File: config.mk
export PLATFORM = sky130hd
export DESIGN_NAME = hazard_stall_unit
export DESIGN_NICKNAME = d
export VERILOG_FILES = /design/src/rtl/hazard_stall_unit.sv
export SDC_FILE = /design/constraint.sdc
export NUM_CORES = 1
export LEC_CHECK = 0
export CORE_MARGIN = 1.5
export CORE_UTILIZATION = 47
export CTS_CLUSTER_SIZE = 40
export DETAILED_ROUTE_END_ITERATION = 12
export PLACE_DENSITY = 0.81
export SLEW_MARGIN = 20
export SYNTH_ARGS = -nofsm -noshare
export SYNTH_HDL_FRONTEND = slang
export SYNTH_SLANG_ARGS = --single-unit
File: constraint.sdc
create_clock -name clk -period 4.8 [get_ports clk]
set_clock_uncertainty 0.1 [all_clocks]
set_input_delay 1.44 -clock clk [delete_from_list [all_inputs] [get_ports clk]]
set_output_delay 1.44 -clock clk [all_outputs]
set_load 0.005 [all_outputs]
File: src/rtl/hazard_stall_unit.sv
// hazard_stall_unit: builds the single pipeline Stall request from D-stage
// register hazards (Tuse/Tnew scheme) and from occupancy of the multi-cycle
// HI/LO multiply/divide unit. It also keeps a saturating count of stall cycles.
module hazard_stall_unit #(
  parameter int MULT_CYCLES = 5,
  parameter int DIV_CYCLES  = 10,
  parameter int CNT_W       = 4
) (
  input  logic             clk,
  input  logic             reset,
  input  logic [4:0]       D_rs,
  input  logic [4:0]       D_rt,
  input  logic             D_use_rs,
  input  logic             D_use_rt,
  input  logic [1:0]       D_Tuse_rs,
  input  logic [1:0]       D_Tuse_rt,
  input  logic             D_is_md,
  input  logic [4:0]       E_wa,
  input  logic [1:0]       E_Tnew,
  input  logic [4:0]       M_wa,
  input  logic [1:0]       M_Tnew,
  input  logic             E_md_start,
  input  logic [1:0]       E_md_op,
  output logic             Stall,
  output logic             MD_Busy,
  output logic [CNT_W-1:0] MD_Cnt,
  output logic [31:0]      Stall_Cnt
);

  typedef enum logic [0:0] {
    MD_IDLE = 1'b0,
    MD_BUSY = 1'b1
  } md_state_e;

  localparam logic [CNT_W-1:0] MULT_LOAD = CNT_W'(MULT_CYCLES);
  localparam logic [CNT_W-1:0] DIV_LOAD  = CNT_W'(DIV_CYCLES);
  localparam logic [CNT_W-1:0] CNT_ONE   = CNT_W'(1);
  localparam logic [31:0]      SCNT_MAX  = 32'hFFFF_FFFF;

  md_state_e        state_q, state_d;
  logic [CNT_W-1:0] cnt_q, cnt_d;
  logic [31:0]      stall_cnt_q, stall_cnt_d;
  logic             stall_rs_s, stall_rt_s, stall_md_s, stall_s;
  logic [CNT_W-1:0] load_val_s;

  // A D-stage operand must wait when an older producer still in E or M will
  // deliver its result later than the operand is needed. $zero never stalls.
  function automatic logic operand_hazard(
    input logic       use_op,
    input logic [4:0] ra,
    input logic [1:0] tuse,
    input logic [4:0] e_wa,
    input logic [1:0] e_tnew,
    input logic [4:0] m_wa,
    input logic [1:0] m_tnew
  );
    logic e_hit;
    logic m_hit;
    e_hit = (ra == e_wa) && (e_tnew > tuse);
    m_hit = (ra == m_wa) && (m_tnew > tuse);
    return use_op && (ra != 5'd0) && (e_hit || m_hit);
  endfunction

  // Combinational stall request, forced low while reset is held.
  always_comb begin
    stall_rs_s = operand_hazard(D_use_rs, D_rs, D_Tuse_rs, E_wa, E_Tnew, M_wa, M_Tnew);
    stall_rt_s = operand_hazard(D_use_rt, D_rt, D_Tuse_rt, E_wa, E_Tnew, M_wa, M_Tnew);
    stall_md_s = D_is_md && (E_md_start || (state_q == MD_BUSY));
    stall_s    = reset && (stall_rs_s || stall_rt_s || stall_md_s);
  end

  // MD scheduler next state: load on start (also restarts a busy unit),
  // count down while busy, return to idle after the last busy cycle.
  always_comb begin
    state_d    = state_q;
    cnt_d      = cnt_q;
    load_val_s = E_md_op[1] ? DIV_LOAD : MULT_LOAD;
    case (state_q)
      MD_IDLE: begin
        if (E_md_start) begin
          state_d = MD_BUSY;
          cnt_d   = load_val_s;
        end else begin
          state_d = MD_IDLE;
          cnt_d   = {CNT_W{1'b0}};
        end
      end
      MD_BUSY: begin
        if (E_md_start) begin
          state_d = MD_BUSY;
          cnt_d   = load_val_s;
        end else if (cnt_q <= CNT_ONE) begin
          state_d = MD_IDLE;
          cnt_d   = {CNT_W{1'b0}};
        end else begin
          state_d = MD_BUSY;
          cnt_d   = cnt_q - CNT_ONE;
        end
      end
      default: begin
        state_d = MD_IDLE;
        cnt_d   = {CNT_W{1'b0}};
      end
    endcase
  end

  // Saturating stall-cycle counter next value.
  always_comb begin
    stall_cnt_d = stall_cnt_q;
    if (stall_s && (stall_cnt_q != SCNT_MAX)) begin
      stall_cnt_d = stall_cnt_q + 32'd1;
    end else begin
      stall_cnt_d = stall_cnt_q;
    end
  end

  // State registers with synchronous active-low reset; an in-flight MD
  // operation is simply dropped when reset arrives.
  always_ff @(posedge clk) begin
    if (!reset) begin
      state_q     <= MD_IDLE;
      cnt_q       <= {CNT_W{1'b0}};
      stall_cnt_q <= 32'd0;
    end else begin
      state_q     <= state_d;
      cnt_q       <= cnt_d;
      stall_cnt_q <= stall_cnt_d;
    end
  end

  assign Stall     = stall_s;
  assign MD_Busy   = (state_q == MD_BUSY);
  assign MD_Cnt    = cnt_q;
  assign Stall_Cnt = stall_cnt_q;

endmodule

* Word-level counts from Yosys, hierarchy flattened
Cells that the tools add are included.
** Storage, ports and cells
- Flip-flop bits (word level) :: 37
- Input port bits :: 36
- Output and inout bits :: 38
- Logic and storage cells :: 43
** Operators by class
- $add $sub $neg :: 2
- Order comparisons :: 5
- Eq/ne operators :: 5
- Mux-type cells :: 9
- Bitwise operators :: 1
- Reduce and logical (&&, ||, !) cells :: 18
** Operators with widths (count)
- $add A32 B1 Y32 const B :: 1
- $ne A32 B32 Y1 const B :: 1
- $eq A5 B5 Y1 :: 4
- $mux W4 :: 4
- $logic_and A1 B1 Y1 :: 11
- $reduce_bool A5 Y1 :: 2
- $gt A2 B2 Y1 :: 4
- $pmux W4 S2 :: 1
- $logic_or A1 B1 Y1 :: 5
- $le A4 B1 Y1 const B :: 1
- $sub A4 B1 Y4 const B :: 1
- $mux W1 :: 3
- $pmux W1 S2 :: 1
- $not A1 Y1 :: 1

* Logic depth before layout (Yosys ltp)
- Depth in word-level cells :: 8
- Depth in mapped cells :: 12
- Mapped depth without buffers :: 9

* Least setup slack after synthesis
No wires, ideal clock.
- Path type :: input to output
- Start :: input port D_Tuse_rs[1]
- End :: output port Stall
- Arrival time :: 3.052 ns
- Required time :: 3.260 ns
- Slack :: 0.208 ns
- Cell stages on the path :: 11
- Buffers on the path :: 3
- Cell sequence :: inv_1 > ha_1 > nand2_1 > nand4_1 > nor4_1 > o221ai_1 > and3_1 > buf_6 > buf_2 > buf_2 > nor2_1
** Between the ends
- Cells in the longest elaborated chain, start to end :: 7
- Elaborated cells on any way between the ends :: 9
- Classes of those cells :: order compare (2); reduce/logical (7)
** Ends and longest elaborated chain
- start, declared :: RTL line 15 : input logic [1:0] D_Tuse_rs,
- $gt A2 B2 Y1, on equally long branches :: RTL line 59, 60
- $logic_and A1 B1 Y1, on equally long branches :: RTL line 59, 60
- $logic_or A1 B1 Y1 (*) :: RTL line 61 : return use_op && (ra != 5'd0) && (e_hit || m_hit);
- $logic_and A1 B1 Y1 (*) :: RTL line 61
- $logic_or A1 B1 Y1 (*) (2 in a row) :: RTL line 69 : stall_s = reset && (stall_rs_s || stall_rt_s || stall_md_s);
- $logic_and A1 B1 Y1 (*) :: RTL line 69
- end, declared :: RTL line 24 : output logic Stall,
Mark *: on every way between the ends. The rest lies on a longest branch, timed or not.

* Final worst setup path
- Start :: input port M_Tnew[0]
- End :: output port Stall
** Between the ends
- Cells in the longest elaborated chain, start to end :: 7
- Elaborated cells on any way between the ends :: 11
- Classes of those cells :: order compare (2); reduce/logical (9)
** Ends and longest elaborated chain
- start, declared :: RTL line 21 : input logic [1:0] M_Tnew,
- $gt A2 B2 Y1 :: RTL line 60 : m_hit = (ra == m_wa) && (m_tnew > tuse);
- $logic_and A1 B1 Y1 :: RTL line 60
- $logic_or A1 B1 Y1 :: RTL line 61
- $logic_and A1 B1 Y1 :: RTL line 61
- $logic_or A1 B1 Y1 (*) (2 in a row) :: RTL line 69
- $logic_and A1 B1 Y1 (*) :: RTL line 69
Marks and branches as above.

==> flow_metrics.py <==
metrics = {
    "outcome": {
        "status": "finished, final reports clean",
    },
    "layout": {
        "drive_gt1_share_pct": 10.3,
        "diodes": 0,
        "area_growth_syn_to_layout_pct": 43.8,
        "post-route-util_pct": 71.5,
        "final_net_count": 416,
    },
    "placement": {
        "place.port_buffers": 72,
        "gp_congestion": 0.799,
        "place_hpwl_um": 4590,
        "placement.setup.worst_slack_ns": -0.495,
    },
    "grt": {
        "grtUsageTotal_pct": 25.1,
        "first_global_vias": 2307,
        "grt_antenna_before_repair": 0,
        "grt_start_max_net_pins": 62,
        "grt_first_pass_wirelength_um": 10700,
        "grt_residual_overflow": 0,
    },
    "floorplanning": {
        "floorplan.die.width_um": 74.2,
        "dieHeight_um": 74.2,
        "initial_core_util_pct": 49.8,
        "placement_rows": 25,
        "die_area_sq_mm": 0.00550,
        "io_count": 74,
        "core-area_sq_mm": 0.00479,
    },
    "critical_path": {
        "startpoint_type": "primary input",
        "path_delay_family": "simple AND/OR/NAND/NOR gates",
        "worst-endpoint-arrival_ns": 3.18,
        "startpoint_of_the_most_critical_register_to_register_path": "Stall_Cnt[2]",
        "worst-r2r-setup-slack_ns": 2.34,
        "reg2reg_depth": 7,
        "worst_ep_required_time_ns": 3.26,
        "slowest_stage": "sky130_fd_sc_hd__clkdlybuf4s50_1",
        "worst_path_cell_trace": "clkdlybuf4s50_1 > inv_2 > ha_4 > nand2_1 > nand4_1 > nor4_2 > o221ai_1 > and3_4 > nor2_4 > buf_2",
        "critPathCaptureType": "output port",
        "worstReg2RegEnd": "Stall_Cnt[21]",
        "worst_path_largest_cell_delay_ns": 0.47,
        "worstPathMaxFanout": 2,
        "criticalPathCategory": "primary input to output port",
        "cp.buffers_inverters": 3,
    },
    "synth": {
        "yosys.area_share.adder_pct": 5.78,
        "synth-simple-area-share_pct": 29.1,
        "avgSynthCellArea_sq_um": 8.07,
        "mappedNetlistNets": 342,
        "synthXorXnorAreaFrac_pct": 8.09,
        "combinational_family_with_the_most_area_after_synthesis": "simple AND/OR/NAND/NOR gates",
        "synth_compound_gate_area_share_pct": 19.2,
        "yosys-mux-area-fraction_pct": 1.26,
        "synthFlopType": "sky130_fd_sc_hd__dfxtp_1",
        "total_number_of_yosys_warnings": 0,
        "dominant_cells_by_area_after_synthesis": "sky130_fd_sc_hd__dfxtp_1 31%, sky130_fd_sc_hd__ha_1 5.8%, sky130_fd_sc_hd__or4_1 5.7%",
        "synth-seq-cells": 37,
        "yosysSeqAreaShare_pct": 31.1,
        "synth_area_sq_mm": 0.00238,
        "synth_cell_type_count": 36,
        "synth.largest_area_cell": "sky130_fd_sc_hd__dfxtp_1",
        "synthesized_instance_count": 295,
        "post-synth-top-area-fraction_pct": 31.1,
        "async_flop_share_pct": 0,
        "synth-edff-count": 0,
    },
    "power_and_ir_drop": {
        "p_leak_nw": 1.13,
        "max-vdd-ir-drop_mv": 0.174,
        "switching_share_pct": 24.3,
        "pint_uw": 587,
        "switchingPower_uw": 188,
        "p_per_area_mw_per_mm2": 227,
        "combinational_cell_fraction_of_total_power_pct": 16.7,
        "seq_power_share_pct": 40.6,
        "clock_power_share_pct": 42.8,
    },
    "clock_network": {
        "cts_htree_levels": 2,
        "tritoncts_num_sinks": 37,
        "insertion_delay_ns": 0.30,
        "cts.root.buffer_cell": "sky130_fd_sc_hd__clkbuf_8",
        "cts_made_buffers": 5,
        "cts_max_path_buffers": 2,
        "path_clk_slew_ns": 0.08,
        "tritoncts": "done",
        "cts_hold_repair.buffers": 0,
    },
    "hold_path": {
        "holdCritPathClass": "flip-flop to flip-flop",
        "cell_count_of_the_worst_hold_path": 2,
        "min_to": "Stall_Cnt[17]",
        "worst_hold_startpoint": "Stall_Cnt[17]",
    },
    "timing": {
        "fmaxAchievable_mhz": 212,
        "timing_max_transition_violations_final": 0,
        "setup_violations": 0,
        "fin_crit_sh_pct": 98.3,
        "finalWorstSetupSlack_ns": 0.0804,
        "final_period_minus_worst_setup_slack_ns": 4.72,
        "worst_pin_slew_ns": 0.648,
        "hold_viol": 0,
        "max-slew-margin-rel_pct": 56.4,
    },
    "detailed_routing": {
        "drt-total-wl_um": 6670,
        "firstDrtPassIters": 4,
        "post_drt_via_cell_ratio": 5.76,
        "final_antenna_net_count": 0,
        "met2WireLength_um": 3400,
        "wl_met3_um": 320,
        "post-route-drc-count": 0,
        "detail_route.wirelength.met1_um": 2850,
        "num_vias": 2516,
        "topRoutingLayerUsed": "met4",
        "post_dr_wirelength_cell_um": 15.3,
        "drt_iter0_drc": 168,
    },
    "run": {
        "timing.max_cap.violations": 0,
    },
}
## routing by layer
layer / vias to the layer above / track usage [%]
met5: - / 0
met4: 0 / 8.85
met3: 10 / 4.88
met2: 66 / 42.8
met1: 1177 / 31.7
li1: 1263 / -
## metrics by stage
step                power (mW)  std cells  instance area, sq um  setup TNS (ns)  hold slack, ns
detailed placement       0.439        428                  3180          -0.495           0.388
global route             0.808        437                  3420         -0.0221           0.423
global placement         0.435        428                  3180          -0.465           0.379
finish                   0.775        437                  3420               0           0.401
floorplan                0.382        295                  2380               0           0.369
CTS                      0.775        437                  3340               0           0.399
## cells by family after synthesis
logic type               count (synthesis)
multiplexers                             3
adder cells (fa/ha/maj)                 11
AO/OA/AOI/OAI                           71
AND/OR/NAND/NOR                        122
buffers and inverters                   29
flip-flops                              37
XOR/XNOR                                22
## power by group through the flow
stage / logic, mW / clock network (mW) / registers (mW)
2_1_floorplan: 0.0603 / 0 / 0.322
3_3_place_gp: 0.113 / 0 / 0.322
3_5_place_dp: 0.116 / 0 / 0.322
4_1_cts: 0.122 / 0.339 / 0.315
5_1_grt: 0.141 / 0.352 / 0.316
6_report: 0.129 / 0.332 / 0.315
## synth_stat cells, drive strengths merged (9+ instances only)
cell and n:
dfxtp 37, a21oi 25, nand2 20, or4 18
nand3 16, o31ai 16, xnor2 15, nand4 14
inv 13, nor2 13, ha 11, o21ai 11
or3 11, nand2b 9
## placed cells by master (no fill, tap or decap), types with 3 or more instances in the layout
cell type,instances
sky130_fd_sc_hd__a21oi_1,25
sky130_fd_sc_hd__and2_1,3
sky130_fd_sc_hd__and3_1,3
sky130_fd_sc_hd__buf_4,10
sky130_fd_sc_hd__clkbuf_8,5
sky130_fd_sc_hd__clkdlybuf4s50_1,65
sky130_fd_sc_hd__dfxtp_1,37
sky130_fd_sc_hd__dlymetal6s2s_1,4
sky130_fd_sc_hd__ha_1,5
sky130_fd_sc_hd__ha_4,5
sky130_fd_sc_hd__inv_1,9
sky130_fd_sc_hd__inv_2,4
sky130_fd_sc_hd__mux2i_1,3
sky130_fd_sc_hd__nand2_1,20
sky130_fd_sc_hd__nand2b_1,9
sky130_fd_sc_hd__nand3_1,16
sky130_fd_sc_hd__nand4_1,14
sky130_fd_sc_hd__nor2_1,12
sky130_fd_sc_hd__nor4_1,5
sky130_fd_sc_hd__o211ai_1,5
sky130_fd_sc_hd__o21a_1,6
sky130_fd_sc_hd__o21ai_0,10
sky130_fd_sc_hd__o31ai_1,16
sky130_fd_sc_hd__or3_1,11
sky130_fd_sc_hd__or4_1,18
sky130_fd_sc_hd__xnor2_1,15
sky130_fd_sc_hd__xor2_1,7
## worst register-to-register path, delay by kind of cell, from the launching register on
kind | cells | cell delay (ns)
flip-flops | 1 | 0.42
AO/OA/AOI/OAI | 1 | 0.15
AND/OR/NAND/NOR | 6 | 1.74
## flip-flops by register name (all words and copies together), names as in the netlist
signal / flops
MD_Cnt: 4
Stall_Cnt: 32
MD_Busy: 1
## how the worst max path moves through the flow
stage	start	end	cells past startpoint
2_1_floorplan	D_Tuse_rs[1]	Stall	11
3_3_place_gp	D_Tuse_rt[1]	Stall	10
3_5_place_dp	D_Tuse_rt[1]	Stall	10
4_1_cts	M_Tnew[0]	Stall	10
5_1_grt	M_Tnew[0]	Stall	10
6_report	M_Tnew[0]	Stall	10
## final cells by class
class | count | area, sq um
Fill cell | 374 | 1360
Clock buffer | 5 | 68.8
Sequential cell | 37 | 741
Multi-Input combinational cell | 229 | 1610
Timing Repair Buffer | 82 | 798
Clock inverter | 3 | 68.8
Inverter | 14 | 52.6
Tap cell | 67 | 83.8
## what timing repair did
item                                    in CTS  in global routing
endpoints found under the setup margin       1                  1
gates resized for setup                     14                 15
endpoints found under the hold margin        0                  0
pin swaps                                   10                 10
setup buffers                                1                  0
Note: power is estimated with default switching activity, not from simulation.
